--- src/rtl/global.v ---
// rtl/global.v - shared flit field widths and sizes for the NoC injector
//
// Purpose: single source of truth for flit field widths. Guarded so it can be
// included by every file that needs the widths.
// Ports: none (macro definitions only).
`ifndef GLOBAL_V
`define GLOBAL_V

`define WIDTH_DATA     32
`define WIDTH_COORD    4
`define WIDTH_PPV      5
`define WIDTH_SEQ      6
`define WIDTH_AGE      8
`define WIDTH_RSVD     3
`define WIDTH_PAD      2
`define WIDTH_INTERNAL (`WIDTH_RSVD + `WIDTH_PPV + `WIDTH_SEQ + `WIDTH_PAD + `WIDTH_AGE + 2*`WIDTH_COORD + `WIDTH_DATA)

`endif

--- src/rtl/flit_injector_pkg.sv ---
// rtl/flit_injector_pkg.sv - flit layout and port-preference helper
//
// Purpose: flit struct (MSB to LSB: rsvd, ppv, seq, pad, age, dst_x, dst_y,
// data) built from the global widths, plus the productive-port computation.
// Ports: none (package).
`include "global.v"

package flit_injector_pkg;

  localparam int DATA_W  = `WIDTH_DATA;
  localparam int COORD_W = `WIDTH_COORD;
  localparam int PPV_W   = `WIDTH_PPV;
  localparam int SEQ_W   = `WIDTH_SEQ;
  localparam int AGE_W   = `WIDTH_AGE;
  localparam int FLIT_W  = `WIDTH_INTERNAL;

  typedef struct packed {
    logic [`WIDTH_RSVD-1:0] rsvd;
    logic [PPV_W-1:0]       ppv;
    logic [SEQ_W-1:0]       seq;
    logic [`WIDTH_PAD-1:0]  pad;
    logic [AGE_W-1:0]       age;
    logic [COORD_W-1:0]     dst_x;
    logic [COORD_W-1:0]     dst_y;
    logic [DATA_W-1:0]      data;
  } flit_t;

  // ppv bits: [4] local eject, [3] N, [2] E, [1] S, [0] W
  function automatic logic [PPV_W-1:0] calc_ppv(
    input logic [COORD_W-1:0] dx,
    input logic [COORD_W-1:0] dy,
    input logic [COORD_W-1:0] lx,
    input logic [COORD_W-1:0] ly
  );
    logic [PPV_W-1:0] p;
    p[4] = (dx == lx) && (dy == ly);
    p[3] = dy > ly;
    p[2] = dx > lx;
    p[1] = dy < ly;
    p[0] = dx < lx;
    return p;
  endfunction

endpackage

--- src/rtl/flit_injector_fifo.sv ---
// rtl/flit_injector_fifo.sv - circular flit queue (module inj_fifo)
//
// Purpose: DEPTH-entry FIFO holding flits; exposes its pointers so the
// injector can keep per-slot side state (ages) aligned with the storage.
// Ports:
//   clk, reset          - clock, synchronous active-high reset
//   push, push_data     - write push_data at tail
//   pop                 - retire head entry
//   head_data           - entry at head (undefined when count==0)
//   head_ptr, tail_ptr  - current slot indices
//   count               - number of valid entries (0..DEPTH)
`include "global.v"

module inj_fifo #(
  parameter int DEPTH = 4,
  parameter int W     = 64,
  localparam int PW   = (DEPTH > 1) ? $clog2(DEPTH) : 1
) (
  input  logic          clk,
  input  logic          reset,
  input  logic          push,
  input  logic [W-1:0]  push_data,
  input  logic          pop,
  output logic [W-1:0]  head_data,
  output logic [PW-1:0] head_ptr,
  output logic [PW-1:0] tail_ptr,
  output logic [4:0]    count
);

  logic [W-1:0] mem [DEPTH];

  // Storage is not reset; entries are only visible through count.
  always_ff @(posedge clk) begin
    if (push) begin
      mem[tail_ptr] <= push_data;
    end
  end

  // DEPTH is a power of two, so pointers wrap by natural overflow.
  always_ff @(posedge clk) begin
    if (reset) begin
      head_ptr <= '0;
      tail_ptr <= '0;
      count    <= '0;
    end else begin
      if (push) tail_ptr <= tail_ptr + 1'b1;
      if (pop)  head_ptr <= head_ptr + 1'b1;
      case ({push, pop})
        2'b10:   count <= count + 5'd1;
        2'b01:   count <= count - 5'd1;
        default: count <= count;
      endcase
    end
  end

  assign head_data = mem[head_ptr];

endmodule

--- src/rtl/flit_injector.sv ---
// rtl/flit_injector.sv - NoC flit injector: packet to flit queue toward router
//
// Purpose: accepts packets from the core, tags them with productive-port
// vector and sequence number, queues them, and offers the head flit whenever
// the router reports a free input slot. Optional macro INJ_AGE_EN enables
// per-entry saturating age counters; otherwise the age field is constant 0.
// Ports:
//   clk, reset                    - clock, synchronous active-high reset
//   pkt_valid/pkt_ready           - packet handshake from the core
//   pkt_dst_x, pkt_dst_y, pkt_data- packet destination and payload
//   slot_free                     - router can take a flit this cycle
//   inj_valid, inj_flit           - head flit offered to the router
//   occupancy                     - number of queued entries
`include "global.v"

module flit_injector
  import flit_injector_pkg::*;
#(
  parameter int DEPTH   = 4,
  parameter int LOCAL_X = 0,
  parameter int LOCAL_Y = 0
) (
  input  logic                       clk,
  input  logic                       reset,
  input  logic                       pkt_valid,
  output logic                       pkt_ready,
  input  logic [`WIDTH_COORD-1:0]    pkt_dst_x,
  input  logic [`WIDTH_COORD-1:0]    pkt_dst_y,
  input  logic [`WIDTH_DATA-1:0]     pkt_data,
  input  logic                       slot_free,
  output logic                       inj_valid,
  output logic [`WIDTH_INTERNAL-1:0] inj_flit,
  output logic [4:0]                 occupancy
);

  localparam int PW = (DEPTH > 1) ? $clog2(DEPTH) : 1;

  logic             push;
  logic             pop;
  logic [SEQ_W-1:0] seq_q;
  logic [AGE_W-1:0] head_age;
  logic [PW-1:0]    head_ptr;
  logic [PW-1:0]    tail_ptr;
  flit_t            push_flit;
  flit_t            head_flit;
  flit_t            out_flit;

  // Ready depends only on occupancy so it never combinationally follows slot_free.
  assign pkt_ready = occupancy < 5'(DEPTH);
  assign inj_valid = occupancy != 5'd0;
  assign push      = pkt_valid && pkt_ready;
  assign pop       = inj_valid && slot_free;

  always_comb begin
    push_flit       = '0;
    push_flit.ppv   = calc_ppv(pkt_dst_x, pkt_dst_y, 4'(LOCAL_X), 4'(LOCAL_Y));
    push_flit.seq   = seq_q;
    push_flit.dst_x = pkt_dst_x;
    push_flit.dst_y = pkt_dst_y;
    push_flit.data  = pkt_data;
  end

  always_ff @(posedge clk) begin
    if (reset) begin
      seq_q <= '0;
    end else if (push) begin
      seq_q <= seq_q + 1'b1;
    end
  end

  inj_fifo #(
    .DEPTH (DEPTH),
    .W     (FLIT_W)
  ) u_fifo (
    .clk       (clk),
    .reset     (reset),
    .push      (push),
    .push_data (push_flit),
    .pop       (pop),
    .head_data (head_flit),
    .head_ptr  (head_ptr),
    .tail_ptr  (tail_ptr),
    .count     (occupancy)
  );

`ifdef INJ_AGE_EN
  logic [AGE_W-1:0] age_q [DEPTH];

  // Every slot ages each cycle; free slots are harmless because the push
  // clears the slot's age. A popped entry leaves, so "not popped" holds.
  always_ff @(posedge clk) begin
    if (reset) begin
      for (int i = 0; i < DEPTH; i++) age_q[i] <= '0;
    end else begin
      for (int i = 0; i < DEPTH; i++) begin
        if (age_q[i] != '1) age_q[i] <= age_q[i] + 1'b1;
      end
      if (push) age_q[tail_ptr] <= '0;
    end
  end

  assign head_age = age_q[head_ptr];
`else
  logic unused_ptrs;
  assign unused_ptrs = ^{head_ptr, tail_ptr};
  assign head_age    = '0;
`endif

  always_comb begin
    out_flit     = head_flit;
    out_flit.age = head_age;
    if (!inj_valid) out_flit = '0;
  end

  assign inj_flit = out_flit;

endmodule

--- config.mk ---
export PLATFORM = sky130hd
export DESIGN_NAME = flit_injector
export DESIGN_NICKNAME = d
export VERILOG_FILES = /design/src/rtl/flit_injector_pkg.sv /design/src/rtl/flit_injector_fifo.sv /design/src/rtl/flit_injector.sv
export VERILOG_INCLUDE_DIRS = /design/src /design/src/rtl
export SDC_FILE = /design/constraint.sdc
export NUM_CORES = 1
export LEC_CHECK = 0
export CAP_MARGIN = 20
export CORE_MARGIN = 8
export CORE_UTILIZATION = 55
export CTS_BUF_LIST = sky130_fd_sc_hd__clkbuf_16
export DETAILED_ROUTE_END_ITERATION = 10
export GPL_ROUTABILITY_DRIVEN = 0
export PLACE_DENSITY = 0.82
export SLEW_MARGIN = 10
export SYNTH_ARGS = -nofsm -noshare
export SYNTH_HDL_FRONTEND = slang
export SYNTH_SLANG_ARGS = --single-unit
--- constraint.sdc ---
create_clock -name clk -period 4.53 [get_ports clk]
set_input_delay 1.359 -clock clk [delete_from_list [all_inputs] [get_ports clk]]
set_output_delay 1.359 -clock clk [all_outputs]
set_load 0.01 [all_outputs]
==> reports/summary.txt, run 1 <==
Placement Rows -> 45
Post-Synthesis Cell Area -> 8469 um2
total leakage power -> 3.390 nW
peak ir drop on the vdd network -> 0.4393 mV
number of enable-type register cells in the synthesized netlist -> 196
Diodes inserted -> 0
most instantiated cells after synthesis -> edfxtp_1 (196), nor2b_1 (53), mux4_2 (49)
width of the chip -> 140.1 um
clock transition at the registers of the reported paths -> 0.07 ns
fmax -> 0.2342 GHz
Tot Pwr -> 6.946 mW
Pre-antenna DRT Iters -> 4
Data arrival, critical path -> 2.91 ns
Avg Synthesized Cell Area -> 19.16 um2
total of flip-flops plus latches after synthesis -> 213
layout overhead on the synthesized area -> 21.86%
total global-route track usage -> 16.57%
outcome -> complete, no violations
clock tree from TritonCTS -> built
setup repair bufs after CTS -> 0
final setup skew -> 0.01091 ns
number of I/O pins -> 115
residual overflow from global routing -> 0
share of the clock period used by the worst path after layout -> 94.27%
count of cells resized by post-cts repair -> 0
post-DP HPWL -> 10240 um
vias in the first global route -> 4464
leading cell type by number of instances after synthesis -> edfxtp_1
RSZ-0062 raised after global routing -> false
ratio of total power to cell area -> 673.0 nW/um2
clock buffer depth -> 3
pin count of the biggest net entering global routing -> 38
Hold Worst Slack -> 0.5035 ns
final layout net count -> 600
area occupied by multi-input gates -> 2056 um2
overall die area -> 19630 um2
critical path class -> reg -> out
PnR worst setup slack -> 0.2594 ns
max-slew violation count -> 0
number of different library cells in the post-synthesis netlist -> 40
root buffer selected by CTS -> clkbuf_16
largest area contributor in the synthesized netlist -> edfxtp_1
initial antenna violation count -> 3
area share of the largest cell type after synthesis -> 69.49%
wire length of the first global-routing pass -> 25200 um
CTS HTree Levels -> 1
transition at the pin with the smallest max-transition slack -> 0.7425 ns
fraction of layout cells with a size suffix above 1 -> 18.47%
total wire length -> 16340 um
Yosys warnings -> 0
first-iteration detailed-routing DRC count -> 309
Required @ worst endpoint -> 3.17 ns
post-place setup slack -> 0.6468 ns
Slew HR -> 50.34%
Buffers on Ports -> 99
maximum capacitance violations -> 0
ANT nets after route -> 0
final period demand of the worst path -> 4.271 ns
starting density of the core -> 55.92%
Synth async-reset ratio -> 0%
die height -> 140.1 um
CTS buffer count -> 21
HP Class -> reg -> reg
FF/Latch Area -> 6231 um2
drt drc -> 0
highest fanout seen on the critical path -> 20
hold buffers post-CTS -> 0
Vias/cell -> 5.601
Area contributors post-synth -> edfxtp_1 (69%), mux4_2 (13%), dfxtp_1 (4.0%), nor2b_1 (3.9%), buf_4 (1.4%)
Core Region -> 15150 um2
total number of vias -> 4206
number of hold violations in the final report -> 0
type of element launching the critical path -> flip-flop
Clock Sink Count -> 213
count of endpoints failing setup in the final report -> 0
sequential element share of the synthesized area -> 73.51%
Filler Cell Count -> 961
Sum Neg Setup Slack -> 0 ns
clock network latency to the later pin of the worst-skew pair -> 0.48 ns
leading register cell type out of synthesis -> edfxtp_1
kind of capture point of the worst setup path -> output pin
post-synthesis instance total -> 442
average detailed-routed wire length per instance -> 21.76 um
## path summary, 6_finish.rpt
check / startpoint / to / slack [ns] / depth (start not counted)
max reg2reg: u_fifo.count[2]$_SDFFE_PP0P_ / u_fifo.count[4]$_SDFFE_PP0P_ / 1.49 / 10
max: u_fifo.count[2]$_SDFFE_PP0P_ / inj_flit[6] / 0.26 / 5
min: u_fifo.tail_ptr[0]$_SDFFE_PP0P_ / u_fifo.tail_ptr[0]$_SDFFE_PP0P_ / 0.50 / 2
min reg2reg: u_fifo.tail_ptr[0]$_SDFFE_PP0P_ / u_fifo.tail_ptr[0]$_SDFFE_PP0P_ / 0.50 / 2
## metrics by stage
step                instances  instance area [um2]  util [%]
floorplan                 456                 8522         -
global placement          714                 9672     63.86
detailed placement        714                 9672     63.86
CTS                       751                10320     68.15
global route              751                10320     68.15
finish                    751                10320     68.15
## cell families after synthesis
| family | synth area share [%] |
|---|---|
| AOI/OAI and AO/OA | 1.034 |
| xor gates and xnor gates | 0.9308 |
| adders and majority gates | 1.034 |
| buffers and inverters | 2.984 |
| DFF | 73.51 |
| muxes | 13.78 |
| other | 0.04428 |
| and+or+nand+nor | 6.677 |
## cells in the final DEF, fill, tap and decap left out, drive strengths merged, types with 2 or more instances in the layout
cell	Yosys	routed
nor2b	53	53
o21ai	2	2
clkbuf	15	21
o211ai	2	2
clkdlybuf4s50	0	99
buf	25	11
dfxtp	17	17
nor2	17	17
edfxtp	196	196
nand4	2	2
nand2	9	9
clkinv	0	9
bufinv	0	2
and2	4	4
mux4	49	49
mux2i	3	3
conb	1	15
ha	7	7
a21oi	4	4
mux2	3	3
or4	3	3
nor3	3	3
inv	7	11
xor2	8	8
## state kept, by name, summed over array words and instances, names as in the netlist, named ones only
signal           flops
u_fifo.tail_ptr      2
u_fifo.head_ptr      2
u_fifo.mem         196
seq_q                6
u_fifo.count         5
## power breakdown
| group | leakage (nW) | switching [mW] | internal, mW |
|---|---|---|---|
| sequential | 1.93 | 0.179 | 2.60 |
| clock | 0.337 | 0.672 | 0.956 |
| combinational | 1.12 | 1.21 | 1.33 |
## routing by layer
| metal | up-vias | wire, um | GRT usage, % |
|---|---|---|---|
| li1 | 1900 | - | - |
| met1 | 2116 | 6729 | 20.59 |
| met2 | 156 | 8073 | 28.00 |
| met3 | 28 | 1235 | 4.825 |
| met4 | 6 | 272 | 4.400 |
| met5 | - | 34 | 0 |
## worst max-delay path, stage by stage (launching register included)
cell and delay [ns]:
dfxtp_1 0.45, or4_4 0.59, nor2_4 0.49, buf_4 0.32
nor2b_1 0.08, clkdlybuf4s50_1 0.50
## cell type report
cell class,instances,area share (%)
clock buffers,21,5.092
clock inverters,16,1.200
inverters,7,0.2546
multi-input cells,196,19.92
flip-flops and latches,213,60.37
well taps,188,2.279
repair buffers,110,10.89
(Power assumes the default switching activity.)
==> run 2, diff against run 1 <==
--- a/config.mk
+++ b/config.mk
@@ -7,12 +7,13 @@
 export NUM_CORES = 1
 export LEC_CHECK = 0
 export CAP_MARGIN = 20
-export CORE_MARGIN = 8
+export CORE_MARGIN = 5
 export CORE_UTILIZATION = 55
 export CTS_BUF_LIST = sky130_fd_sc_hd__clkbuf_16
 export DETAILED_ROUTE_END_ITERATION = 10
 export GPL_ROUTABILITY_DRIVEN = 0
 export PLACE_DENSITY = 0.82
+export RECOVER_POWER = 100
 export SLEW_MARGIN = 10
 export SYNTH_ARGS = -nofsm -noshare
 export SYNTH_HDL_FRONTEND = slang
==> run 2 against run 1 <==
Against the previous run:
- wire length down 4.6%
- critical path depth is the same
- cell area shrank 0.33%
- sequential share of layout area grew 0.20 points
==> reports/summary.txt, run 2 (synthesis results as in run 1) <==
outcome -> complete, no violations
total global-route track usage -> 17.61%
setup repair bufs after CTS -> 0
drt drc -> 0
share of the clock period used by the worst path after layout -> 94.53%
Hold Crit Endpoint -> u_fifo.tail_ptr[0]$_SDFFE_PP0P_
residual overflow from global routing -> 0
wire length of the first global-routing pass -> 24430 um
post-place setup slack -> 0.6736 ns
number of I/O pins -> 115
count of cells along the worst register-to-register path -> 4
clock tree from TritonCTS -> built
hold buffers post-CTS -> 0
hold path depth -> 2
pin count of the biggest net entering global routing -> 50
width of the chip -> 134.1 um
Metal-1 WL -> 6313 um
Vias/cell -> 5.632
highest fanout seen on the critical path -> 35
final period demand of the worst path -> 4.282 ns
initial antenna violation count -> 2
type of element launching the critical path -> flip-flop
total wire length -> 15590 um
number of hold violations in the final report -> 0
ratio of total power to cell area -> 661.0 nW/um2
Filler Cell Count -> 962
clock transition at the registers of the reported paths -> 0.06 ns
transition at the pin with the smallest max-transition slack -> 1.405 ns
Largest regs -> u_fifo.mem (196), seq_q (6), u_fifo.count (5)
met3 WL -> 1042 um
Clock Sink Count -> 213
CTS buffer count -> 21
count of endpoints failing setup in the final report -> 0
kind of capture point of the worst setup path -> output pin
PnR worst setup slack -> 0.2476 ns
root buffer selected by CTS -> clkbuf_16
ANT nets after route -> 0
starting density of the core -> 55.92%
Met2 Wirelength -> 7838 um
Placement Rows -> 45
Required @ worst endpoint -> 3.17 ns
overall die area -> 17980 um2
maximum capacitance violations -> 0
Slew HR -> 6.286%
layout overhead on the synthesized area -> 21.47%
Data arrival, critical path -> 2.92 ns
startpoint of the lowest-slack register-to-register path -> u_fifo.count[2]$_SDFFE_PP0P_
average detailed-routed wire length per instance -> 20.71 um
Largest register FFs -> 196
setup slack of the worst register-to-register path -> 1.31 ns
CTS HTree Levels -> 1
fraction of layout cells with a size suffix above 1 -> 16.67%
final layout net count -> 600
launch instance of the worst min-delay path -> u_fifo.tail_ptr[0]$_SDFFE_PP0P_
most common cell after layout, fill and taps aside -> edfxtp_1
vias in the first global route -> 4531
placed insts -> 714
top metal layer carrying routed signals -> met5
die height -> 134.1 um
Sum Neg Setup Slack -> 0 ns
fmax -> 0.2335 GHz
total number of vias -> 4241
worst reg2reg endpoint -> u_fifo.mem[3][23]$_DFFE_PP_
clock buffer depth -> 3
first-iteration detailed-routing DRC count -> 254
RSZ-0062 raised after global routing -> false
final setup skew -> 0.01208 ns
Core Region -> 15150 um2
instance area after placement -> 9684 um2
Buffers on Ports -> 99
number of cells in the finished layout apart from fillers -> 753
post-DP HPWL -> 9496 um
total leakage power -> 3.450 nW
Tot Pwr -> 6.800 mW
peak ir drop on the vdd network -> 0.4609 mV
count of cells resized by post-cts repair -> 0
max-slew violation count -> 0
Most flops, register -> u_fifo.mem
clock network latency to the later pin of the worst-skew pair -> 0.49 ns
Pre-antenna DRT Iters -> 4
HP Class -> reg -> reg
core occupancy in the finished layout -> 67.92%
critical path class -> reg -> out
commonest cells after routing, fill and taps aside -> edfxtp_1 (196), dlygate4sd3_1 (74), nor2b_1 (53)
Hold Worst Slack -> 0.4982 ns
post-layout instance area -> 10290 um2
run 2: changes by cell type in the layout (fill, tap and decap cells not counted), sizes merged:
cell	delta
diode	+1
dlygate4sd3	+74
clkinv	+1
clkbuf	+6
buf	-6
clkinvlp	-1
inv	+1
clkdlybuf4s50	-74
run 2: how the worst max path moves through the flow:
stage / from / slack, ns / to / depth (start not counted)
6_report: u_fifo.count[2]$_SDFFE_PP0P_ / 0.25 / inj_flit[54] / 5
5_1_grt: u_fifo.count[2]$_SDFFE_PP0P_ / 0.11 / inj_flit[15] / 5
4_1_cts: u_fifo.count[2]$_SDFFE_PP0P_ / 0.34 / inj_flit[51] / 5
3_5_place_dp: slot_free / 0.67 / u_fifo.count[4]$_SDFFE_PP0P_ / 10
3_3_place_gp: slot_free / 0.83 / u_fifo.count[4]$_SDFFE_PP0P_ / 10
2_1_floorplan: pkt_valid / 0.97 / u_fifo.mem[0][0]$_DFFE_PP_ / 3
run 2: final cells by class:
type | count | area, um2 | share of cell area [%]
clock buffer | 21 | 525.5 | 5.108
inverter | 7 | 26.28 | 0.2554
timing repair buffer | 110 | 1105 | 10.74
tap | 188 | 235.2 | 2.287
clock inverter | 17 | 126.4 | 1.228
sequential | 213 | 6231 | 60.57
multi-input combinational | 196 | 2036 | 19.79
antenna | 1 | 2.502 | 0.02432
run 2: metal layers:
metal  vias up  GRT usage, %
met5         -             0
met4         2         5.600
met3        33         4.389
met2       140         29.59
met1      2164         22.92
li1       1902             -
run 2: power by group:
group / switching [mW] / total [mW] / internal (mW)
clock: 0.669 / 1.62 / 0.956
sequential: 0.185 / 2.80 / 2.61
combinational: 1.16 / 2.38 / 1.22
run 2: critical path: stages (launching register included):
cell and delay (ns):
dfxtp_1 0.43, or4_1 0.63, nor2_4 0.42, buf_12 0.27, nor2b_1 0.07, dlygate4sd3_1 0.60
